[src/rtl/io_handshake_responder.sv]
// ---------------------------------------------------------------------------
// io_handshake_responder
//
// Peripheral-side partner for the processor's four-phase byte I/O port.
// A processor request (hs_out) is answered with hs_in. On the capture edge
// the responder stores bus_out into the RX FIFO, loads bus_in from the TX
// FIFO head and pops the TX FIFO. Host logic fills TX and drains RX.
//
// Handshake semantics (host side, both FIFOs):
//   - A TX push happens on a rising g_clk edge where tx_valid && tx_ready.
//     tx_ready comes from the registered count, so a full FIFO refuses a
//     push even if the processor pops in the same cycle.
//   - An RX pop happens on a rising g_clk edge where rx_ready && rx_valid.
//     rx_ready while rx_valid is low is ignored.
//   - Host and processor sides may act in the same cycle; both take effect.
//
// Optional feature macro: IO_RESP_STALL_EN
//   defined   : the request is held in STALL until TX has data and RX has
//               room; ovf/unf never set.
//   undefined : every request is accepted at once; an empty TX yields
//               bus_in = 0 and sets unf, a full RX drops the byte and sets ovf.
//
// Ports:
//   g_clk, g_clr         clock, asynchronous active-high clear
//   hs_out, bus_out      processor request and output byte
//   hs_in, bus_in        acknowledge and registered byte to the processor
//   tx_data/valid/ready  host push side of the TX FIFO
//   rx_data/valid/ready  host pop side of the RX FIFO
//   tx_count, rx_count   FIFO occupancy, 0..depth
//   ovf, unf, flag_clr   sticky error flags and their synchronous clear
//   state_dbg            current FSM state (IDLE=0, STALL=1, ACK=2)
// ---------------------------------------------------------------------------
module io_handshake_responder #(
  parameter int d_width = 8,
  parameter int a_width = 2
) (
  input  logic               g_clk,
  input  logic               g_clr,
  input  logic               hs_out,
  input  logic [d_width-1:0] bus_out,
  output logic               hs_in,
  output logic [d_width-1:0] bus_in,
  input  logic [d_width-1:0] tx_data,
  input  logic               tx_valid,
  output logic               tx_ready,
  output logic [d_width-1:0] rx_data,
  output logic               rx_valid,
  input  logic               rx_ready,
  output logic [a_width:0]   tx_count,
  output logic [a_width:0]   rx_count,
  output logic               ovf,
  output logic               unf,
  input  logic               flag_clr,
  output logic [1:0]         state_dbg
);

  localparam int depth = 1 << a_width;
  localparam logic [a_width:0] full_cnt = (a_width+1)'(depth);

  typedef enum logic [1:0] {
    IDLE  = 2'd0,
    STALL = 2'd1,
    ACK   = 2'd2
  } state_t;

  state_t state_q, state_nx;
  logic   capture;
  logic   go;
  logic   ovf_set, unf_set;

  logic [d_width-1:0] tx_mem [depth];
  logic [d_width-1:0] rx_mem [depth];
  logic [a_width-1:0] tx_wr, tx_rd, rx_wr, rx_rd;
  logic [a_width:0]   tx_cnt_q, rx_cnt_q;
  logic [d_width-1:0] bus_in_q;
  logic               hs_in_q, ovf_q, unf_q;

  logic tx_empty, tx_full, rx_empty, rx_full;
  logic tx_push, tx_pop, rx_push, rx_pop;

  assign tx_empty = (tx_cnt_q == '0);
  assign tx_full  = (tx_cnt_q == full_cnt);
  assign rx_empty = (rx_cnt_q == '0);
  assign rx_full  = (rx_cnt_q == full_cnt);

`ifdef IO_RESP_STALL_EN
  assign go      = !tx_empty && !rx_full;
  assign ovf_set = 1'b0;
  assign unf_set = 1'b0;
`else
  assign go      = 1'b1;
  assign ovf_set = capture && rx_full;
  assign unf_set = capture && tx_empty;
`endif

  assign tx_push = tx_valid && !tx_full;
  assign tx_pop  = capture && !tx_empty;
  assign rx_push = capture && !rx_full;
  assign rx_pop  = rx_ready && !rx_empty;

  // Next state. A capture only leaves IDLE or STALL, so a request held
  // high in ACK can never capture twice.
  always_comb begin
    state_nx = state_q;
    capture  = 1'b0;
    case (state_q)
      IDLE: begin
        if (hs_out) begin
          if (go) begin
            capture  = 1'b1;
            state_nx = ACK;
          end else begin
            state_nx = STALL;
          end
        end
      end
      STALL: begin
        if (!hs_out) begin
          state_nx = IDLE;
        end else if (go) begin
          capture  = 1'b1;
          state_nx = ACK;
        end
      end
      ACK: begin
        if (!hs_out) state_nx = IDLE;
      end
      default: state_nx = IDLE;
    endcase
  end

  always_ff @(posedge g_clk or posedge g_clr) begin
    if (g_clr) begin
      state_q  <= IDLE;
      hs_in_q  <= 1'b0;
      bus_in_q <= '0;
      tx_wr    <= '0;
      tx_rd    <= '0;
      rx_wr    <= '0;
      rx_rd    <= '0;
      tx_cnt_q <= '0;
      rx_cnt_q <= '0;
      ovf_q    <= 1'b0;
      unf_q    <= 1'b0;
    end else begin
      state_q <= state_nx;
      // hs_in follows the state being entered, so it rises on the capture edge.
      hs_in_q <= (state_nx == ACK);
      if (capture) bus_in_q <= tx_empty ? '0 : tx_mem[tx_rd];
      if (tx_push) tx_wr <= tx_wr + 1'b1;
      if (tx_pop)  tx_rd <= tx_rd + 1'b1;
      if (rx_push) rx_wr <= rx_wr + 1'b1;
      if (rx_pop)  rx_rd <= rx_rd + 1'b1;
      tx_cnt_q <= tx_cnt_q + (a_width+1)'(tx_push) - (a_width+1)'(tx_pop);
      rx_cnt_q <= rx_cnt_q + (a_width+1)'(rx_push) - (a_width+1)'(rx_pop);
      if (flag_clr)     ovf_q <= 1'b0;
      else if (ovf_set) ovf_q <= 1'b1;
      if (flag_clr)     unf_q <= 1'b0;
      else if (unf_set) unf_q <= 1'b1;
    end
  end

  // Storage needs no reset; stale entries are never visible because
  // rx_data is gated by occupancy and bus_in only loads from a non-empty TX.
  always_ff @(posedge g_clk) begin
    if (tx_push) tx_mem[tx_wr] <= tx_data;
    if (rx_push) rx_mem[rx_wr] <= bus_out;
  end

  assign hs_in     = hs_in_q;
  assign bus_in    = bus_in_q;
  assign tx_ready  = !tx_full;
  assign rx_valid  = !rx_empty;
  assign rx_data   = rx_empty ? '0 : rx_mem[rx_rd];
  assign tx_count  = tx_cnt_q;
  assign rx_count  = rx_cnt_q;
  assign ovf       = ovf_q;
  assign unf       = unf_q;
  assign state_dbg = state_q;

endmodule

[config.mk]
export PLATFORM = sky130hd
export DESIGN_NAME = io_handshake_responder
export DESIGN_NICKNAME = d
export VERILOG_FILES = /design/src/rtl/io_handshake_responder.sv
export SDC_FILE = /design/constraint.sdc
export NUM_CORES = 1
export LEC_CHECK = 0
export ABC_AREA = 1
export CORE_MARGIN = 2
export CORE_UTILIZATION = 63
export DETAILED_ROUTE_END_ITERATION = 12
export DONT_BUFFER_PORTS = 1
export GPL_ROUTABILITY_DRIVEN = 0
export PLACE_DENSITY = 0.89
export REMOVE_ABC_BUFFERS = 1
export SYNTH_ARGS = -nofsm -noshare
export SYNTH_HDL_FRONTEND = slang
export SYNTH_SLANG_ARGS = --single-unit
[constraint.sdc]
create_clock -name g_clk -period 2.52 [get_ports g_clk]
set_input_delay 0.756 -clock g_clk [delete_from_list [all_inputs] [get_ports g_clk]]
set_output_delay 0.756 -clock g_clk [all_outputs]
set_load 0.01 [all_outputs]
==> results by group <==
Worst setup path
  • Setup crit end kind: primary output
  • Worst R2R Start: tx_count[1]
  • CP Max Fanout: 18
  • Reg-to-Reg End: tx_count[2]
  • Req. time, crit path: 1.76 ns
  • Worst setup path startpoint: rx_rd[0]
  • Worst R2R Setup Slack: 0.50 ns
  • CP arrival: between 1.5 and 2 ns
  • CP startpoint kind: flip-flop
  • Worst setup path class: reg2out
  • Cells on worst reg2reg path: 8

Die
  • Die X: 83.1 µm
  • I/O pins: 51
  • Die Y: between 80 and 90 µm
  • Core area: about 6000 µm²
  • # rows: 28
  • DIE AREA: between 6000 and 7000 µm²
  • Starting Density: around two thirds

Logic synthesis
  • Main flop type after synthesis: edfxtp_1
  • Synth top area cells: edfxtp_1 (49%), dfrtp_1 (17%), nand2_1 (9.1%)
  • Syn. warnings: 0
  • Most common cell in the netlist: nand2_1
  • Synth top area share: between 40% and 50%
  • Register bit count reported by yosys: 91
  • Number of synthesized flops with an enable pin: 64
  • Top cells by count, synth: nand2_1 (96), edfxtp_1 (64), inv_1 (38), nand3_1 (38), dfrtp_1 (27)
  • Netlist cell types: 26
  • Asr flop ratio synth: between 20% and 30%
  • Sequential area share after synthesis: between 60% and 70%
  • Synthesized area per cell: around 12 µm²
  • Cell taking the most area after synthesis: edfxtp_1
  • Synthesized cell area: 3940 µm²
  • Synthesized instance count: between 300 and 400

Final layout
  • Fill cells: 398
  • Fin cells: about 430
  • Layout net count: 389
  • N_diodes: 0
  • Layout cells sized above 1: 14.2%
  • Area grow syn2layout: 6.93%

Hold path
  • Hold WC Path Type: in2async

Placed design
  • # placed instances: ~420
  • PortBufs: 0
  • Post-DP HPWL: between 4 and 5 mm

Timing
  • Setup violators final: 0
  • Clk_skew: between 0.01 and 0.015 ns
  • Slew @ Worst Pin: about 0.66 ns
  • Slew Limit Headroom: between 50% and 60%
  • Final worst-path cycle share: roughly 94%
  • FMAX: about 420 MHz
  • Final total negative setup slack: 0 ns
  • Final Hold Vio Count: 0
  • Max-slew violation count: 0
  • Fin crit period: approximately 2.4 ns
  • RSZ-0062 raised after global routing: no

Routing
  • Drt drc: 0
  • First-pass DRT Iterations: 4
  • Antenna viol nets, final: 0
  • Vias: between 2,000 and 2,500
  • Via density: approximately 5.3
  • DR WL/cell: approximately 16 µm
  • Initial detailed-routing violation count: between 150 and 200
  • Final WL: roughly 6.8 mm

Global routing
  • First-pass GRT wire length: ~11 mm
  • GRT Util Overall: just over 20%
  • Vias in the first global route: approximately 2,300
  • Initial antenna violation count: 0
  • Overflow after GRT: 0
  • Largest net degree at the start of global routing: 28

Clocking
  • CTS root buf: clkbuf_8
  • Clock buffer depth: 2
  • H-tree Lvls: 3
  • Postcts setup bufs: 0
  • Num CTS Buffers: 9
  • Clock sinks: 91
  • Clk slew on worst S/H paths: approximately 0.090 ns
  • Clk Latency, worst-skew pair: between 0.3 and 0.4 ns
  • TritonCTS clock tree: yes

Outcome
  • Outcome: finished clean

Job
  • Max-cap violations: 0

Power and ir drop
  • Pwr/cell area: 1120 nW/µm²
  • VDD IR max: approximately 0.00064 V
  • Static leakage: about 1.8 nW
-- routing by layer --
layer,GRT usage (%),vias up,part of all wire [%]
met5,0,-,0
met4,5.66,0,1.0
met3,6.26,10,7.3
met2,35.3,67,52
met1,26.1,1109,39
li1,-,1128,-
-- critical path, stage by stage (launching register included) --
cell and delay, ns:
dfrtp_2 0.56, inv_6 0.21, nand2_1 0.07, nand2_1 0.07
nand2_1 0.05, a21oi_1 0.30
-- flip-flops by register name (all words and copies together) (netlist names) --
| name | cells |
|---|---|
| rx_count | 3 |
| unf | 1 |
| tx_rd | 2 |
| rx_wr | 2 |
| state_dbg | 2 |
| hs_in | 1 |
| tx_mem | 32 |
| bus_in | 8 |
| tx_count | 3 |
| tx_wr | 2 |
| rx_rd | 2 |
| ovf | 1 |
| rx_mem | 32 |
-- through the flow --
stage          setup WS, ns  hold WS, ns  util, %  instance area (µm²)  power (mW)
6_report              0.160        0.339     70.3                 4210        4.73
5_1_grt              0.0294        0.380     70.3                 4210        5.06
4_1_cts               0.130        0.343     70.3                 4210        4.77
3_5_place_dp          0.324        0.544     67.1                 4020        3.82
3_3_place_gp          0.376        0.525     67.1                 4020        3.71
2_1_floorplan         0.467        0.491        -                 3860        3.39
-- repair_timing --
action,in CTS,in global routing
hold buffers,0,0
setup endpoints to repair,4,0
endpoints found under the hold margin,0,0
gates resized for setup,1,0
-- placed cells by master (no fill, tap or decap) --
cell / instances
nand2_1: 96
edfxtp_1: 64
inv_1: 38
nand3_1: 38
dfrtp_1: 26
nand2_2: 13
ha_1: 11
a21oi_1: 10
clkbuf_8: 9
buf_4: 9
nor2_1: 8
xor2_1: 5
inv_2: 4
xnor2_1: 4
nand2_4: 3
nor2_4: 2
a21boi_0: 2
o21ai_1: 2
fa_1: 2
clkinv_4: 2
clkinv_2: 2
a21oi_4: 1
inv_4: 1
xor2_2: 1
inv_6: 1
clkinvlp_4: 1
bufinv_16: 1
clkinv_1: 1
dfrtp_2: 1
conb_1: 1
-- kinds of logic after synthesis --
group / Yosys count / share of synthesized area (%)
simple gates: 160 / 18.2
flops: 91 / 65.9
buf+inv: 52 / 6.48
compound gates: 15 / 2.32
fa+ha+maj: 13 / 4.51
xor+xnor: 10 / 2.41
other cells: 1 / 0.0952
-- worst max path at each step --
stage and endpoint:
2_1_floorplan tx_count[2], 3_3_place_gp tx_count[2], 3_5_place_dp tx_count[2], 4_1_cts rx_data[2], 5_1_grt rx_data[2], 6_report rx_data[1]
-- final cells by class --
cell class	count	area, µm²	share of cell area, %
Sequential cell	91	2600	61.7
Multi-Input combinational cell	199	1090	25.8
Timing Repair Buffer	9	67.6	1.60
Clock buffer	9	124	2.94
Inverter	44	173	4.10
Tap cell	75	93.8	2.23
Clock inverter	7	68.8	1.63
-- report_power, final --
part / total [mW] / internal (mW) / switching, mW
Combinational: 1.38 / 0.498 / 0.884
Clock: 0.952 / 0.455 / 0.497
Sequential: 2.40 / 1.97 / 0.425
Power figures use the tool's default switching activity.
